--- src/rtl/stream_arb_pkg.sv ---
// Shared types and the rotated priority search used by the stream stage arbiters.
// Purely declarative. There is no latency and no flow control in this file.
// Backpressure is not applicable here; callers gate the grant with their own load condition.
package stream_arb_pkg;

    localparam int MAX_REQ = 8;
    localparam int PTR_W   = $clog2(MAX_REQ);

    typedef enum logic {
        ST_EMPTY = 1'b0,
        ST_FULL  = 1'b1
    } out_state_t;

    typedef struct packed {
        logic             found;
        logic [PTR_W-1:0] idx;
    } rr_pick_t;

    // Beat layout for the default 32-bit data / 16-bit ctrl build.
    typedef struct packed {
        logic [PTR_W-1:0] src_id;
        logic [15:0]      ctrl;
        logic [31:0]      data;
    } arb_beat_t;

    // The scan runs from farthest to nearest, so the index closest to ptr is the last one written and wins.
    function automatic rr_pick_t rr_pick(input logic [MAX_REQ-1:0] valid,
                                         input logic [PTR_W-1:0]   ptr,
                                         input int                 n);
        rr_pick_t r;
        int       j;
        r = '0;
        for (int k = MAX_REQ - 1; k >= 0; k--) begin
            if (k < n) begin
                j = int'(ptr) + k;
                if (j >= n) j = j - n;
                if (valid[j[PTR_W-1:0]]) begin
                    r.found = 1'b1;
                    r.idx   = j[PTR_W-1:0];
                end
            end
        end
        return r;
    endfunction

endpackage

--- src/rtl/rr_pick_logic.sv ---
// Round-robin winner search, rotated by the pointer.
// Latency is 0 because the search is combinational.
// Backpressure is not applicable; the caller qualifies the found flag.
module rr_pick_logic
    import stream_arb_pkg::*;
#(
    parameter int NUM_REQ   = 2,
    parameter int SRC_WIDTH = $clog2(NUM_REQ)
) (
    input  logic [NUM_REQ-1:0]   valid_i,
    input  logic [SRC_WIDTH-1:0] ptr_i,
    output logic                 found_o,
    output logic [SRC_WIDTH-1:0] idx_o
);

    logic [MAX_REQ-1:0] valid_ext;
    logic [PTR_W-1:0]   ptr_ext;
    rr_pick_t           pick;
    logic               unused_idx;

    always_comb begin
        valid_ext                = '0;
        valid_ext[NUM_REQ-1:0]   = valid_i;
        ptr_ext                  = '0;
        ptr_ext[SRC_WIDTH-1:0]   = ptr_i;
        pick                     = rr_pick(valid_ext, ptr_ext, NUM_REQ);
    end

    assign found_o    = pick.found;
    assign idx_o      = pick.idx[SRC_WIDTH-1:0];
    assign unused_idx = ^pick.idx;

endmodule

--- src/rtl/stream_rr_arbiter.sv ---
// Round-robin arbiter that feeds NUM_REQ streams into one registered output.
// Latency is 1 cycle and throughput is 1 beat per cycle. Optional grant counters exist when STREAM_RR_ARBITER_STATS_EN is defined.
// Backpressure: when the output is full and tready is low, every input tready is 0 and the state is held.
module stream_rr_arbiter
    import stream_arb_pkg::*;
#(
    parameter int DATA_WIDTH = 32,
    parameter int CTRL_WIDTH = 16,
    parameter int NUM_REQ    = 2,
    parameter int SRC_WIDTH  = $clog2(NUM_REQ)
) (
    input  logic                          clk,
    input  logic                          rst,
    input  logic [NUM_REQ-1:0]            axis_s_data_tvalid,
    output logic [NUM_REQ-1:0]            axis_s_data_tready,
    input  logic [NUM_REQ*DATA_WIDTH-1:0] axis_s_data_tdata,
    input  logic [NUM_REQ*CTRL_WIDTH-1:0] ctrl_data_i,
    output logic                          axis_m_data_tvalid,
    input  logic                          axis_m_data_tready,
    output logic [DATA_WIDTH-1:0]         axis_m_data_tdata,
    output logic [CTRL_WIDTH-1:0]         ctrl_data_o,
`ifdef STREAM_RR_ARBITER_STATS_EN
    output logic [NUM_REQ*16-1:0]         grant_cnt_o,
    input  logic                          stats_clr,
`endif
    output logic [SRC_WIDTH-1:0]          src_id_o
);

    out_state_t            state_q, state_d;
    logic [DATA_WIDTH-1:0] data_q, data_d;
    logic [CTRL_WIDTH-1:0] ctrl_q, ctrl_d;
    logic [SRC_WIDTH-1:0]  src_q, src_d;
    logic [SRC_WIDTH-1:0]  ptr_q, ptr_d;

    logic                  found;
    logic [SRC_WIDTH-1:0]  win;
    logic                  load_ok;
    logic                  accept;
    logic [SRC_WIDTH:0]    win_inc;
    logic [DATA_WIDTH-1:0] win_data;
    logic [CTRL_WIDTH-1:0] win_ctrl;

    rr_pick_logic #(
        .NUM_REQ   (NUM_REQ),
        .SRC_WIDTH (SRC_WIDTH)
    ) u_pick (
        .valid_i (axis_s_data_tvalid),
        .ptr_i   (ptr_q),
        .found_o (found),
        .idx_o   (win)
    );

    assign load_ok = (state_q == ST_EMPTY) || axis_m_data_tready;
    assign accept  = found && load_ok;
    assign win_inc = {1'b0, win} + 1'b1;

    always_comb begin
        win_data = '0;
        win_ctrl = '0;
        for (int i = 0; i < NUM_REQ; i++) begin
            if (win == SRC_WIDTH'(i)) begin
                win_data = axis_s_data_tdata[i*DATA_WIDTH +: DATA_WIDTH];
                win_ctrl = ctrl_data_i[i*CTRL_WIDTH +: CTRL_WIDTH];
            end
        end
    end

    // The reset term keeps every grant low while reset is asserted, even though the empty register would allow a load.
    always_comb begin
        axis_s_data_tready = '0;
        if (accept && rst) axis_s_data_tready[win] = 1'b1;
    end

    always_comb begin
        state_d = state_q;
        data_d  = data_q;
        ctrl_d  = ctrl_q;
        src_d   = src_q;
        ptr_d   = ptr_q;
        if (accept) begin
            state_d = ST_FULL;
            data_d  = win_data;
            ctrl_d  = win_ctrl;
            src_d   = win;
            ptr_d   = (win_inc == (SRC_WIDTH+1)'(NUM_REQ)) ? '0 : win_inc[SRC_WIDTH-1:0];
        end else if (axis_m_data_tready) begin
            state_d = ST_EMPTY;
        end
    end

    always_ff @(posedge clk or negedge rst) begin
        if (!rst) begin
            state_q <= ST_EMPTY;
            data_q  <= '0;
            ctrl_q  <= '0;
            src_q   <= '0;
            ptr_q   <= '0;
        end else begin
            state_q <= state_d;
            data_q  <= data_d;
            ctrl_q  <= ctrl_d;
            src_q   <= src_d;
            ptr_q   <= ptr_d;
        end
    end

    assign axis_m_data_tvalid = (state_q == ST_FULL);
    assign axis_m_data_tdata  = data_q;
    assign ctrl_data_o        = ctrl_q;
    assign src_id_o           = src_q;

`ifdef STREAM_RR_ARBITER_STATS_EN
    logic [15:0] cnt_q [NUM_REQ];

    // A clear wins over an increment that lands in the same cycle.
    always_ff @(posedge clk or negedge rst) begin
        if (!rst) begin
            for (int i = 0; i < NUM_REQ; i++) cnt_q[i] <= '0;
        end else if (stats_clr) begin
            for (int i = 0; i < NUM_REQ; i++) cnt_q[i] <= '0;
        end else if (accept) begin
            cnt_q[win] <= cnt_q[win] + 16'd1;
        end
    end

    always_comb begin
        grant_cnt_o = '0;
        for (int i = 0; i < NUM_REQ; i++) grant_cnt_o[i*16 +: 16] = cnt_q[i];
    end
`endif

endmodule

--- config.mk ---
export PLATFORM = sky130hd
export DESIGN_NAME = stream_rr_arbiter
export DESIGN_NICKNAME = d
export VERILOG_FILES = /design/src/rtl/stream_arb_pkg.sv /design/src/rtl/rr_pick_logic.sv /design/src/rtl/stream_rr_arbiter.sv
export SDC_FILE = /design/constraint.sdc
export NUM_CORES = 1
export LEC_CHECK = 0
export BUFFER_PORTS_ARGS = -buffer_cell sky130_fd_sc_hd__buf_2
export CORE_ASPECT_RATIO = 1.2
export CORE_MARGIN = 2
export CORE_UTILIZATION = 46
export DETAILED_ROUTE_END_ITERATION = 10
export HOLD_SLACK_MARGIN = 0.08
export PLACE_DENSITY = 0.95
export SLEW_MARGIN = 20
export SYNTH_ARGS = -nofsm -noshare
export SYNTH_HDL_FRONTEND = slang
export SYNTH_SLANG_ARGS = --single-unit
export TNS_END_PERCENT = 100
--- constraint.sdc ---
create_clock -name clk -period 2.4 [get_ports clk]
set_input_delay 0.48 -clock clk [delete_from_list [all_inputs] [get_ports clk]]
set_output_delay 0.48 -clock clk [all_outputs]
set_load 0.005 [all_outputs]
Word-level counts from Yosys, hierarchy flattened
Index checks and enable logic that the tools add are counted.
Operators by class
  order comparisons: 6
  reductions and logical operators: 5
  add/sub/neg operators: 4
  multiplexer cells: 16
  bitwise gates (word level): 1
  equality and inequality tests: 1
Operator list (number)
  greater-or-equal comparator 32 x 3 -> 1 bit, second input constant: 1
  2-to-1 mux 32 bit: 1
  2-to-1 mux 16 bit: 1
  less-than comparator 3 x 4 -> 1 bit, second input constant: 2
  2-to-1 mux 4 bit: 2
  binary-select mux 1 bit (select 3 bit): 2
  2-to-1 mux 1 bit: 6
  2-to-1 mux 3 bit: 2
  adder 1 x 1 -> 2 bit, second input constant: 2
  logical AND 1 bit: 3
  subtractor 1 x 2 -> 3 bit, second input constant: 1
  subtractor 3 bit, second input constant: 1
  == test 2 bit, second input constant: 1
  greater-or-equal comparator 1 x 2 -> 1 bit, second input constant: 1
  less-than comparator 1 x 2 -> 1 bit, second input constant: 1
  2-to-1 mux 2 bit: 1
  nonzero test 2 bit: 1
  demux 1 bit (select 1 bit): 1
  greater-or-equal comparator 1 bit, second input constant: 1
  logical OR 1 bit: 1
  NOT 1 bit: 1
Storage, ports and cells
  logic and storage cells: 38
  input bits: 101
  flip-flop bits (word level): 51

Logic depth before layout (Yosys ltp)
  depth after elaboration: 12
  gate-level depth with buffers: 5

Hierarchy
A second synthesis with hierarchy kept.
Second synthesis, totals
  cells, all modules: 231
  area total of the unflattened synthesis: 2499.9 µm²
By module, submodules not included
  stream_rr_arbiter: area each 2482.4 µm², instances 1, cells each 228
  rr_pick_logic: area each 17.5 µm², instances 1, cells each 3

Worst setup path after synthesis
Ideal clock, no wire load.
  kind: input-to-output
  start: input port axis_s_data_tvalid[1]
  end: output port axis_s_data_tready[0]
  path slack: 0.630 ns
  data required time: 1.920 ns
  arrival time: 1.290 ns
  stages on the path: 4
  cell sequence: buf_2 > a211oi_4 > buf_6 > and2_1
On the way
  cells in the longest elaborated chain, start to end: 9
  elaborated cells on any way between the ends: 14
RTL lines
  start: declaration: RTL line stream_rr_arbiter.sv:14  | input logic [NUM_REQ-1:0] axis_s_data_tvalid,
  binary-select mux 1 bit (select 3 bit): RTL line stream_arb_pkg.sv:37  | if (valid[j[PTR_W-1:0]]) begin
  2-to-1 mux 1 bit (implied by the code): RTL line stream_arb_pkg.sv:37
  2-to-1 mux 4 bit: RTL line stream_arb_pkg.sv:37
  2-to-1 mux 4 bit *: RTL line stream_arb_pkg.sv:37
  less-than comparator 1 x 2 -> 1 bit (implied by the code) / greater-or-equal comparator 1 bit (equally long branches): RTL line stream_rr_arbiter.sv:71  | if (accept && rst) axis_s_data_tready[win] = 1'b1;
  logical AND 1 bit (implied by the code): RTL line stream_rr_arbiter.sv:71
  2-to-1 mux 1 bit (implied by the code): RTL line stream_rr_arbiter.sv:71
  demux 1 bit (select 1 bit): RTL line stream_rr_arbiter.sv:71
  2-to-1 mux 2 bit *: RTL line stream_rr_arbiter.sv:71
  end: declaration: RTL line stream_rr_arbiter.sv:15  | output logic [NUM_REQ-1:0] axis_s_data_tready,
Mark *: on every way between the ends. The rest lies on a longest branch, timed or not. The select of a mux whose other input is x is not followed.

Final worst setup path
  start: register ptr_q
  end: output port axis_s_data_tready[1]
On the way
  cells in the longest elaborated chain, start to end: 12
  elaborated cells on any way between the ends: 21
RTL lines
  start: declaration: RTL line stream_rr_arbiter.sv:33  | logic [SRC_WIDTH-1:0] ptr_q, ptr_d;
  start signal: assignment: RTL line stream_rr_arbiter.sv:103  | ptr_q <= ptr_d;
  adder 1 x 1 -> 2 bit: RTL line stream_arb_pkg.sv:35  | j = int'(ptr) + k;
  greater-or-equal comparator 32 x 3 -> 1 bit / subtractor 3 bit (equally long branches): RTL line stream_arb_pkg.sv:36  | if (j >= n) j = j - n;
  2-to-1 mux 3 bit: RTL line stream_arb_pkg.sv:36
  binary-select mux 1 bit (select 3 bit): RTL line stream_arb_pkg.sv:37
  2-to-1 mux 1 bit (implied by the code): RTL line stream_arb_pkg.sv:37
  2-to-1 mux 4 bit: RTL line stream_arb_pkg.sv:37
  2-to-1 mux 4 bit *: RTL line stream_arb_pkg.sv:37
  less-than comparator 1 x 2 -> 1 bit (implied by the code) / greater-or-equal comparator 1 bit (equally long branches): RTL line stream_rr_arbiter.sv:71
  logical AND 1 bit (implied by the code): RTL line stream_rr_arbiter.sv:71
  2-to-1 mux 1 bit (implied by the code): RTL line stream_rr_arbiter.sv:71
  demux 1 bit (select 1 bit): RTL line stream_rr_arbiter.sv:71
  2-to-1 mux 2 bit *: RTL line stream_rr_arbiter.sv:71
Marked as above.

==> flow_metrics.tcl <==
set metrics [dict create \
    hold_depth 2 \
    die_area_mm2 0.00597 \
    worst_r2r_path_depth 4 \
    vias 2476 \
    layout.nets 476 \
    grt_pass1_wl_um 11400 \
    setup_ws_ps 431 \
    clkSlewWorstSetupHoldPaths_ps 90 \
    globalplace.congestion 0.813 \
    worst_pin_slew_ps 632 \
    die_height_um 84.2 \
    cp_max_fo 18 \
    syn_area_mm2 0.00247 \
    drv_slew 0 \
    yosysWarnings 0 \
    pre_cts_ws_ps 393 \
    cts_num_sinks 51 \
    final-seq-area_mm2 0.00128 \
    cts-resized-gates 0 \
    rows 29 \
    grt_pass1_vias 2457 \
    clock_skew_ps 4.78 \
    power.static_leakage_uw 0.00173 \
    drtIter0Drc 209 \
    slew_headroom_pct 57.8 \
    fmax_ghz 0.508 \
    worst_ep_required_time_ps 1920 \
    numCtsBuffers 5 \
    rsz0062_at_grt "no" \
    worst-setup-path-type "reg2out" \
    grt_util_met3_pct 4.32 \
    grt.busiest_layer "met2" \
    postSynthCellCount 233 \
    synth_edf_count 0 \
    synth_area_per_cell_um2 10.6 \
    critPathCaptureType "output pin" \
    htreeDepth 2 \
    synthTopCellsByArea "dfrtp_1 52%, a221o_1 19%, nor3_1 9.7%" \
    hp-start "axis_s_data_tdata[16]" \
    grt_usage_pct 23.4 \
    synth.distinct_cells 16 \
    async_flop_share_pct 100 \
    area_growth_pct 34.8 \
    power_density_mw_per_mm2 659 \
    final_antenna_net_count 0 \
    worst-path-buf-inv 1 \
    seq_area_frac_synth_pct 51.7 \
    dr.pass1.iters 4 \
    slowest_stage "dfrtp_1" \
    grt-ovfl-total 0 \
    synth_top_area_cell "dfrtp_1" \
    period_needed_ps 1970 \
    antenna_found_initial 0 \
    critical_path_arrival_ps 1490 \
    layout-drive-gt1-share_pct 46.0 \
    slowest_delay_ps 430 \
    numPortBuffers 152 \
    period_share_pct 82.0 \
    wl_per_cell_um 16.1 \
    fill_cells 441 \
    grt_max_degree 51 \
    use_met1_pct 28.0 \
    met2_usage_pct 42.1 \
    clk_path_buf_depth 2 \
    reg2reg_slack_ps 690 \
    netlist.area_leader.share_pct 51.7 \
    yosysMostFrequentCell "dfrtp_1" \
    post_cts_buffers 0 \
    synthTopCellsByCount "51 x dfrtp_1, 48 x a221o_1, 48 x nand2_1, 48 x nor3_1, 13 x buf_2" \
    hold_end "axis_m_data_tdata[16]" \
    r2r-end "axis_m_data_tdata[17]" \
    setup_tns_ps 0 \
    hold_path.class "in2reg" \
    multi_input_area_mm2 0.00101 \
    crit_family "simple AND/OR/NAND/NOR gates" \
    antenna_cells 0 \
    synth_ff_type "dfrtp_1" \
    fp.dieW_um 70.9 \
    dp_hpwl_um 5040 \
    coreArea_mm2 0.00523 \
    synth_nets 334 \
    vdd_drop_max_uv 360 \
    cp-start-kind "flop" \
    vias_per_cell 5.65 \
    wirelength_um 7060 \
    cap_violations 0 \
    start_util_pct 47.2 \
    clock_latency_ps 290 \
    status "finished clean" \
    drc 0 \
    setup_viol 0 \
    cts_tree "yes" \
    synth_seq_cells 51 \
    r2r_start "ptr_q" \
    num_io_pins 153 \
    clock-root-buffer "clkbuf_8" \
    path_cells "and2b_4 -> nor3b_2 -> and2_1 -> buf_2" \
    hold_violations 0 \
]
-- through the flow --
step	std cells	instance area, um2	utilization (%)	power (uW)	hold WS (ps)
global route	438	3330	63.6	2320	395
floorplan	233	2470	-	1380	184
CTS	437	3300	63.1	2200	397
global placement	428	3190	61.0	1640	284
finish	438	3330	63.6	2190	409
detailed placement	428	3190	61.0	1660	285
-- cell type report --
type	instances	area share, %
repair buffers	162	25.8
multi-input cells	154	30.4
flip-flops and latches	51	38.4
inverters	1	0.113
well taps	62	2.33
clock buffers	8	3.01
-- state kept, by name, summed over array words and instances (netlist names) --
register and count:
axis_m_data_tdata 32, src_id_o 1, ctrl_data_o 16, axis_m_data_tvalid 1, ptr_q 1
-- where the power goes --
| part | switching (uW) | total (uW) | internal, uW | leakage (uW) |
|---|---|---|---|---|
| Sequential | 89.8 | 1090 | 998 | 0.000625 |
| Clock | 274 | 538 | 264 | 0.0000515 |
| Combinational | 265 | 568 | 302 | 0.00105 |
-- how the worst max path moves through the flow --
| stage | startpoint | to | depth (start not counted) |
|---|---|---|---|
| 6_report | ptr_q | axis_s_data_tready[1] | 4 |
| 5_1_grt | ptr_q | axis_s_data_tready[1] | 4 |
| 4_1_cts | ptr_q | axis_s_data_tready[1] | 4 |
| 3_5_place_dp | axis_s_data_tvalid[1] | ctrl_data_o[9] | 3 |
| 3_3_place_gp | axis_s_data_tvalid[1] | axis_m_data_tdata[11] | 3 |
| 2_1_floorplan | axis_s_data_tvalid[1] | axis_s_data_tready[0] | 4 |
-- repair_timing --
item / 4_1_cts / 5_1_grt
setup endpoints to repair: 0 / 0
hold endpoints to repair: 1 / 0
hold buffers: 1 / 0
-- metal layers --
layer  part of all wire, %  vias to the layer above
li1                      -                     1164
met1                    39                     1169
met2                    52                      136
met3                   7.7                        7
met4                  0.84                        0
met5                     0                        -
-- cell families after synthesis --
family                 synth area share, %
and+or+nand+nor                       19.3
DFF                                   51.7
buffers and inverters                 7.35
AOI/OAI and AO/OA                     21.7
-- placed cells by master, fill, tap and decap left out --
master         synthesis  final
a211oi_4               1      1
o21bai_4               1      1
a221o_1               48     48
a21o_1                 2      2
dfrtp_1               51     51
nor3_1                48     48
dlygate4sd3_1          0      1
nor2b_4                1      1
buf_16                 0      1
buf_4                  0      8
nand2_1               48     48
and2b_4                1      1
or3_1                  1      1
inv_1                  1      1
and2_1                 2      2
nor3b_2                1      1
buf_2                 13    152
clkbuf_8               0      7
clkbuf_1               6      1
Note: power is estimated with default switching activity, not from simulation.
